==> src/rtl/shared_hpc3_mul_feed.sv <==
// Operand/randomness feeder for a shared GF(4) HPC3 multiplier: a 2-deep randomness FIFO,
// an issue register stage and a valid pipeline. Optional macro: SHARED_FEED_ZEROIZE_EN.
module shared_hpc3_mul_feed #(
  parameter int unsigned SHARES = 4
) (
  input  logic                              ClkxCI,
  input  logic                              RstxRI,
  input  logic                              InValidxSI,
  output logic                              InReadyxSO,
  input  logic [4*SHARES-1:0]               _XxDI,
  input  logic [4*SHARES-1:0]               _YxDI,
  input  logic                              RandValidxSI,
  output logic                              RandReadyxSO,
  input  logic [4*SHARES*(SHARES-1)-1:0]    _RandxDI,
  output logic [4*SHARES-1:0]               _XxDO,
  output logic [4*SHARES-1:0]               _XxDO_prev,
  output logic [4*SHARES-1:0]               _YxDO,
  output logic [2*SHARES*(SHARES-1)-1:0]    _ZxDO,
  output logic [2*SHARES*(SHARES-1)-1:0]    _RxDO,
  output logic                              MulValidxSO,
  output logic                              OutValidxSO,
  output logic [15:0]                       OpCountxDO
);

  localparam int unsigned DW = 4 * SHARES;
  localparam int unsigned RW = 4 * SHARES * (SHARES - 1);
  localparam int unsigned HW = RW / 2;

  logic [1:0]    count_q, count_d;
  logic [RW-1:0] fifo0_q, fifo0_d;
  logic [RW-1:0] fifo1_q, fifo1_d;
  logic          mul_valid_q, mul_valid_d;
  logic          out_valid_q, out_valid_d;
  logic [15:0]   op_count_q, op_count_d;
  logic [DW-1:0] x_q, x_d;
  logic [DW-1:0] y_q, y_d;
  logic [DW-1:0] x_prev_q, x_prev_d;
  logic [HW-1:0] z_q, z_d;
  logic [HW-1:0] r_q, r_d;

  logic have_word;
  logic issue;
  logic rand_ready;
  logic push;

  // Handshake: reset gates everything so nothing moves while RstxRI is high.
  always_comb begin
    have_word  = (count_q != 2'd0);
    issue      = ~RstxRI & InValidxSI & have_word;
    rand_ready = ~RstxRI & ((count_q < 2'd2) | issue);
    push       = RandValidxSI & rand_ready;
  end

  // fifo0 is always the head; pop shifts fifo1 forward.
  always_comb begin
    count_d = count_q;
    fifo0_d = fifo0_q;
    fifo1_d = fifo1_q;
    case ({push, issue})
      2'b10: begin
        if (count_q == 2'd0) begin
          fifo0_d = _RandxDI;
        end else begin
          fifo1_d = _RandxDI;
        end
        count_d = count_q + 2'd1;
      end
      2'b01: begin
        fifo0_d = fifo1_q;
        count_d = count_q - 2'd1;
      end
      2'b11: begin
        if (count_q == 2'd1) begin
          fifo0_d = _RandxDI;
        end else begin
          fifo0_d = fifo1_q;
          fifo1_d = _RandxDI;
        end
      end
      default: begin
      end
    endcase
  end

  always_comb begin
    mul_valid_d = issue;
    out_valid_d = mul_valid_q;
    op_count_d  = op_count_q + 16'(issue);
    x_prev_d    = mul_valid_q ? x_q : x_prev_q;
    if (issue) begin
      x_d = _XxDI;
      y_d = _YxDI;
      z_d = fifo0_q[HW-1:0];
      r_d = fifo0_q[RW-1:HW];
    end else begin
`ifdef SHARED_FEED_ZEROIZE_EN
      x_d = '0;
      y_d = '0;
      z_d = '0;
      r_d = '0;
`else
      x_d = x_q;
      y_d = y_q;
      z_d = z_q;
      r_d = r_q;
`endif
    end
  end

  always_ff @(posedge ClkxCI) begin
    if (RstxRI) begin
      count_q     <= '0;
      fifo0_q     <= '0;
      fifo1_q     <= '0;
      mul_valid_q <= 1'b0;
      out_valid_q <= 1'b0;
      op_count_q  <= '0;
      x_q         <= '0;
      y_q         <= '0;
      z_q         <= '0;
      r_q         <= '0;
      x_prev_q    <= '0;
    end else begin
      count_q     <= count_d;
      fifo0_q     <= fifo0_d;
      fifo1_q     <= fifo1_d;
      mul_valid_q <= mul_valid_d;
      out_valid_q <= out_valid_d;
      op_count_q  <= op_count_d;
      x_q         <= x_d;
      y_q         <= y_d;
      z_q         <= z_d;
      r_q         <= r_d;
      x_prev_q    <= x_prev_d;
    end
  end

  // Valids are masked by reset so the cycle in which reset is first sampled already reads idle.
  always_comb begin
    InReadyxSO   = ~RstxRI & have_word;
    RandReadyxSO = rand_ready;
    MulValidxSO  = ~RstxRI & mul_valid_q;
    OutValidxSO  = ~RstxRI & out_valid_q;
    OpCountxDO   = op_count_q;
    _XxDO        = x_q;
    _YxDO        = y_q;
    _ZxDO        = z_q;
    _RxDO        = r_q;
    _XxDO_prev   = x_prev_q;
  end

endmodule

==> config.mk <==
export PLATFORM = sky130hd
export DESIGN_NAME = shared_hpc3_mul_feed
export DESIGN_NICKNAME = d
export VERILOG_FILES = /design/src/rtl/shared_hpc3_mul_feed.sv
export SDC_FILE = /design/constraint.sdc
export NUM_CORES = 1
export LEC_CHECK = 0
export BUFFER_PORTS_ARGS = -buffer_cell sky130_fd_sc_hd__clkbuf_2
export CAP_MARGIN = 20
export CORE_ASPECT_RATIO = 1.25
export CORE_UTILIZATION = 53
export CTS_CLUSTER_DIAMETER = 30
export DETAILED_ROUTE_END_ITERATION = 8
export PLACE_DENSITY = 0.77
export SYNTH_ARGS = -nofsm -noshare
export SYNTH_HDL_FRONTEND = slang
export SYNTH_SLANG_ARGS = --single-unit
export TNS_END_PERCENT = 100
==> constraint.sdc <==
create_clock -name ClkxCI -period 3.6 [get_ports ClkxCI]
set_clock_uncertainty 0.05 [all_clocks]
set_input_delay 0.54 -clock ClkxCI [delete_from_list [all_inputs] [get_ports ClkxCI]]
set_output_delay 0.54 -clock ClkxCI [all_outputs]
set_load 0.05 [all_outputs]
; Yosys cells after proc, flatten, opt, wreduce, memory -nomap -nowiden
; Index checks and enable logic that the tools add are counted.
[totals]
ff_bits = 212
out_inout_bits = 116
[op_classes]
n_addsub = 3
magnitude_cmp = 1
eq_ne = 7
n_mux = 7
bitwise_logic = 9
n_reduce_logical = 7
[op_table]
columns = op, count
row1 = 2-to-1 mux 48 bit, 4
row2 = case mux 48 bit (3 select lines), 1
row3 = case mux 48 bit (2 select lines), 1
row4 = adder 16 x 1 -> 16 bit, 1
row5 = AND 1 bit, 7
row6 = inequality test 2 bit (second input constant), 3
row7 = nonzero test 2 bit, 3
row8 = equality test 2 x 1 -> 1 bit (second input constant), 2
row9 = equality test 2 bit (second input constant), 2
row10 = case mux 2 bit (2 select lines), 1
row11 = AND reduction 3 bit, 1
row12 = nonzero test 3 bit, 1
row13 = adder 2 x 1 -> 2 bit (second input constant), 1
row14 = logical NOT 2 bit, 1
row15 = < comparator 2 bit (second input constant), 1
row16 = AND reduction 2 bit, 1
row17 = subtractor 2 x 1 -> 2 bit (second input constant), 1
row18 = inverter 1 bit, 1
row19 = bitwise OR 1 bit, 1

; Longest topological paths before layout
[logic_depth]
depth_word = 9
ltp_mapped = 15
ltp_nobuf = 11

; Worst setup path after synthesis
; OpenSTA, ideal clock, no wires.
[synth_timing]
kind = input-to-reg
startpoint = in RstxRI
endpoint = reg fifo1_q[33]
arrival_ps = 3405
required_time_ps = 3479
slack_ps = 74
stages = 11
path_cell_list = buf_6 clkbuf_1 o21ai_0 and2_1 ha_1 a22oi_1 o21ai_0 buf_2 buf_1 nand2_1 a21oi_1
[synth_between]
elab_chain_len = 9
[synth_rtl]
columns = element, line
row1 = "start, declared", 7  ; input logic RstxRI,
row2 = inverter 1 bit *, "49, 50"
row3 = AND 1 bit (2 in series), 49  ; issue = ~RstxRI & InValidxSI & have_word;
row4 = bitwise OR 1 bit, 50  ; rand_ready = ~RstxRI & ((count_q < 2'd2) | issue);
row5 = AND 1 bit *, 50
row6 = net RandReadyxSO, 13  ; output logic RandReadyxSO,
row7 = AND 1 bit *, 51  ; push = RandValidxSI & rand_ready;
row8 = equality test 2 bit, 59  ; case ({push, issue})
row9 = inequality test 2 bit (no source line) or nonzero test 2 bit (tied branches), n/a
row10 = AND reduction 3 bit (no source line), n/a
row11 = "end signal, assigned", 126  ; fifo1_q <= fifo1_d;
row12 = "end, declared", 31  ; logic [RW-1:0] fifo1_q, fifo1_d;
; Mark *: on every way through the listed nets, which the timed path passes. The rest lies on a longest branch.
; A chain may end at the register's enable or synchronous reset.

; Final worst setup path
[layout_timing]
startpoint = reg count_q[1]
endpoint = reg fifo0_q[47]
[layout_between]
elab_chain_len = 8
[layout_rtl]
columns = element, line
row1 = "start, declared", 29  ; logic [1:0] count_q, count_d;
row2 = "start signal, assigned", 124  ; count_q <= count_d;
row3 = nonzero test 2 bit, 48  ; have_word = (count_q != 2'd0);
row4 = AND 1 bit, 49
row5 = bitwise OR 1 bit, 50
row6 = AND 1 bit, 50
row7 = AND 1 bit, 51
row8 = equality test 2 bit or equality test 2 x 1 -> 1 bit (tied branches), 59
row9 = inequality test 2 bit (no source line) or nonzero test 3 bit (tied branches), n/a
row10 = AND reduction 2 bit (no source line), n/a
row11 = "end signal, assigned", 125  ; fifo0_q <= fifo0_d;
row12 = "end, declared", 30  ; logic [RW-1:0] fifo0_q, fifo0_d;
; Parallel ways exist; a longest one is shown, timed or not.

==> results by stage <==
Worst setup path:
- The source of the critical timing path is count_q[1].
- For the worst setup path, the data required time is 3880 ps.
- STA classifies the critical path startpoint as a flip-flop.
- The kind of critical path is reg2reg.
- Of all nets on the critical path, the largest fanout is 26.
- Traced cell by cell, the critical path runs through inv_1 -> ha_1 -> nor2_4 -> nand2_2 -> o21ai_0 -> and2_1 -> ha_1 -> nand2_1 -> nand2_2 -> buf_12 -> a221oi_1 -> nor3_1.
- The logic depth of the worst register-to-register path is 12.
- The kind of cell with the highest combined delay along the critical path is simple AND/OR/NAND/NOR gates.
- The buffering stage count on the worst path with inverters included is 2.
- The startpoint of the worst-slack reg-to-reg timing path is count_q[1].
- STA classifies the critical path endpoint as a flip-flop.
- The critical path depth is 12.
- The maximum single-stage delay on the critical path is 360 ps.
- The cell type of the slowest stage on the worst timing path is a221oi_1.
- At the worst endpoint, the arrival time is 3150 ps.

Outcome:
- The flow ran to the end, and the final reports show no timing, DRC or antenna violations.

Hold path:
- The path type of the worst min-delay path is in2reg.
- The worst hold path stage count is 3.
- The worst hold path startpoint is _XxDI[13].

Synth:
- Yosys printed 0 warnings.
- The top cell type's share of synthesized area is 51.9%.
- The post-synthesis average cell area is 8.73 um2.
- The area of the mapped netlist is 0.00818 mm2.
- Summing the sequential cell areas from Yosys gives 51.9% of the chip area.
- The top flip-flop cell by instance count after synthesis is dfxtp_1.
- By area the synthesized netlist is led by dfxtp_1 52%, nand2_1 8.3%, nand2b_1 6.1%.
- In the synthesized netlist, the number of instances is 937.
- The synthesized design contains 0 enable-type register cells.
- Summed over all instances, the cell type with the most area after synthesis is dfxtp_1.
- Synthesis inferred 212 register bits.
- When the netlist entered floorplanning its net count stood at 1029.
- After synthesis, the netlist uses 34 different library cells.
- After synthesis, the share of flip-flops with an asynchronous set or reset is 0%.

Cells and area:
- In the final layout, the share of cells above drive strength 1 is 26.1%.
- The antenna diode count is 0.
- Leaving out fill and tap cells, the most frequent cells in the layout are 212 x dfxtp_1, 198 x clkbuf_2, 182 x nand2_1, 83 x o21ai_0, 81 x nor2_1.
- The most common library cell in the layout ignoring fill and taps is dfxtp_1.
- The post-synthesis to final-layout area growth is 27.6%.
- The net count of the finished layout is 1202.
- Once layout is complete, the utilization of the core stands at 69.5%.

Detailed routing:
- The first TritonRoute pass finished after 5 iterations.
- The remaining antenna violation count is 0.
- Dividing the detail-routed wire length by the instance count gives 14.6 um.
- The routed layout has 6945 vias.
- The number of DRC markers in iteration 0 is 433.
- The ratio of routed vias to standard cells is 5.27.
- The wire length reported by the detailed router is 19.2 mm.
- For this run, design rule violations remaining after detail routing come to 0.

CTS:
- The clock-pin slew of the registers on the worst-case setup and hold paths is 50 ps.
- The number of buffers added to fix hold violations after cts is 0.
- The TritonCTS sink count is 212.
- The root buffer cell is clkbuf_16.
- The post-CTS repair timing setup buffer count is 0.
- Clock tree synthesis inserted a total of 35 buffers.
- The total number of H-tree levels is 2.
- The number of instances resized during post-cts repair is 0.
- The buffer levels on the longest clock path is 3.
- The later pin in the worst-skew pair is clocked with a latency of 480 ps.
- The clock tree from TritonCTS is yes.

STA:
- Setup violations remaining at the end of the flow were counted as 0.
- The final count of hold timing violations is 0.
- The tightest slew margin relative to the limit is 44.0%.
- Subtracting the final worst setup slack from the clock period gives 2870 ps.
- The portion of the clock cycle consumed by the worst path in the final layout is 79.8%.
- The actual transition at the worst max-transition pin is 841 ps.
- The final-layout setup total negative slack is 0 ps.
- Setup repair after global routing left no endpoint under its margin.
- The number of pins with negative max-slew slack in the final report came to 0.
- Static timing analysis puts the maximum clock frequency at 0.348 GHz.

GRT:
- The number of global-route vias before repair is 6543.
- The first global-routing pass estimated 31.3 mm of wire.
- For this run, the total global-route usage over all layers was measured as 23.9%.
- The total congestion overflow after global routing is 0.
- The initial antenna violation count is 0.
- The pin count of the biggest net entering global routing is 215.

Power:
- In this run the power density over the cells is 730 mW/mm2.
- The worst voltage drop across the vdd grid is 0.492 mV.
- The total leakage power is 4.23 nW.

Floorplanning:
- The die covers 0.0159 mm2.
- The top-level port count is 200.
- Measured along the y axis, the die boundary spans 141 um.
- The placeable core area is 0.0150 mm2.
- From left edge to right edge, the die measures 113 um.
- The number of standard-cell rows in the floorplan is 50.
- Once the floorplan was initialized, standard cells occupied 54.5% of the core.

Placement:
- After legalization and detailed placement, the total HPWL measured 11.7 mm.
- The congestion estimate from routability-driven global placement came to 0.778.
- Port buffering added 199 buffers.

Run:
- Across the run, the number of max-cap violations was 0.
==> cell type report <==
type	count	area, um2
clock buffer	46	990
timing repair buffer	210	1130
inverter	6	25.0
tap	182	228
multi-input combinational	645	3570
sequential	212	4240
fill	1193	4570
clock inverter	17	246
==> where the power goes <==
group	internal, mW	switching [mW]	total (mW)	leakage, nW
clock	2.31	1.13	3.44	0.596
combinational	0.408	0.975	1.38	1.91
sequential	2.64	0.159	2.80	1.73
==> cell families after synthesis <==
| kind of cell | count (synthesis) | share of synthesized area [%] |
|---|---|---|
| and+or+nand+nor | 419 | 23.2 |
| DFF | 212 | 51.9 |
| AOI/OAI and AO/OA | 188 | 15.5 |
| buffers and inverters | 80 | 4.73 |
| muxes | 17 | 2.10 |
| xor gates and xnor gates | 13 | 1.39 |
| adders and majority gates | 8 | 1.22 |
==> worst paths after layout <==
check	end	slack (ps)
worst max-delay path	fifo0_q[47]	730
worst min-delay path	_XxDO[13]	200
worst max register to register	fifo0_q[47]	730
worst min register to register	_ZxDO[23]	390
==> per-layer routing <==
layer / vias to the layer above / GRT usage (%) / share of wire [%]
li1: 3503 / - / -
met1: 3191 / 29.0 / 42
met2: 217 / 41.2 / 49
met3: 34 / 5.63 / 6.4
met4: 0 / 8.86 / 2.3
met5: - / 0 / 0
==> worst register-to-register path, cell delays in order (launching register included) <==
cell,delay [ps]
dfxtp_1,310
inv_1,100
ha_1,320
nor2_4,60
nand2_2,120
o21ai_0,140
and2_1,220
ha_1,200
nand2_1,80
nand2_2,340
buf_12,330
a221oi_1,380
nor3_1,100
==> registers in the layout, indices dropped and copies added (netlist names) <==
name / flops
_XxDO: 16
fifo1_q: 48
fifo0_q: 48
_RxDO: 24
out_valid_q: 1
_XxDO_prev: 16
_YxDO: 16
OpCountxDO: 16
count_q: 2
_ZxDO: 24
mul_valid_q: 1
==> synthesized netlist by cell type (4+ instances only) <==
cell type	number
nor2b_1	7
nand2b_1	80
nand4_1	4
dfxtp_1	212
nor3_1	52
ha_1	8
o21ai_0	84
inv_1	5
nor2_1	81
xnor2_1	9
buf_4	6
a221oi_2	20
buf_1	5
a221oi_1	28
buf_6	5
clkbuf_1	37
xor2_1	4
mux2i_1	16
a21oi_1	50
nand3_1	4
buf_2	21
nand2_1	182
==> stage by stage <==
| stage | std cells | total power [mW] | instance area (um2) | setup WS, ps | hold WS [ps] |
|---|---|---|---|---|---|
| after floorplan | 937 | 3.87 | 8180 | 74.0 | 376 |
| after global placement | 1254 | 4.19 | 9190 | 565 | 383 |
| after detailed placement | 1255 | 4.22 | 9210 | 787 | 391 |
| after CTS | 1318 | 7.68 | 10400 | 734 | 194 |
| after global routing | 1318 | 7.95 | 10400 | 513 | 205 |
| final | 1318 | 7.63 | 10400 | 727 | 200 |
(Power assumes the default switching activity.)
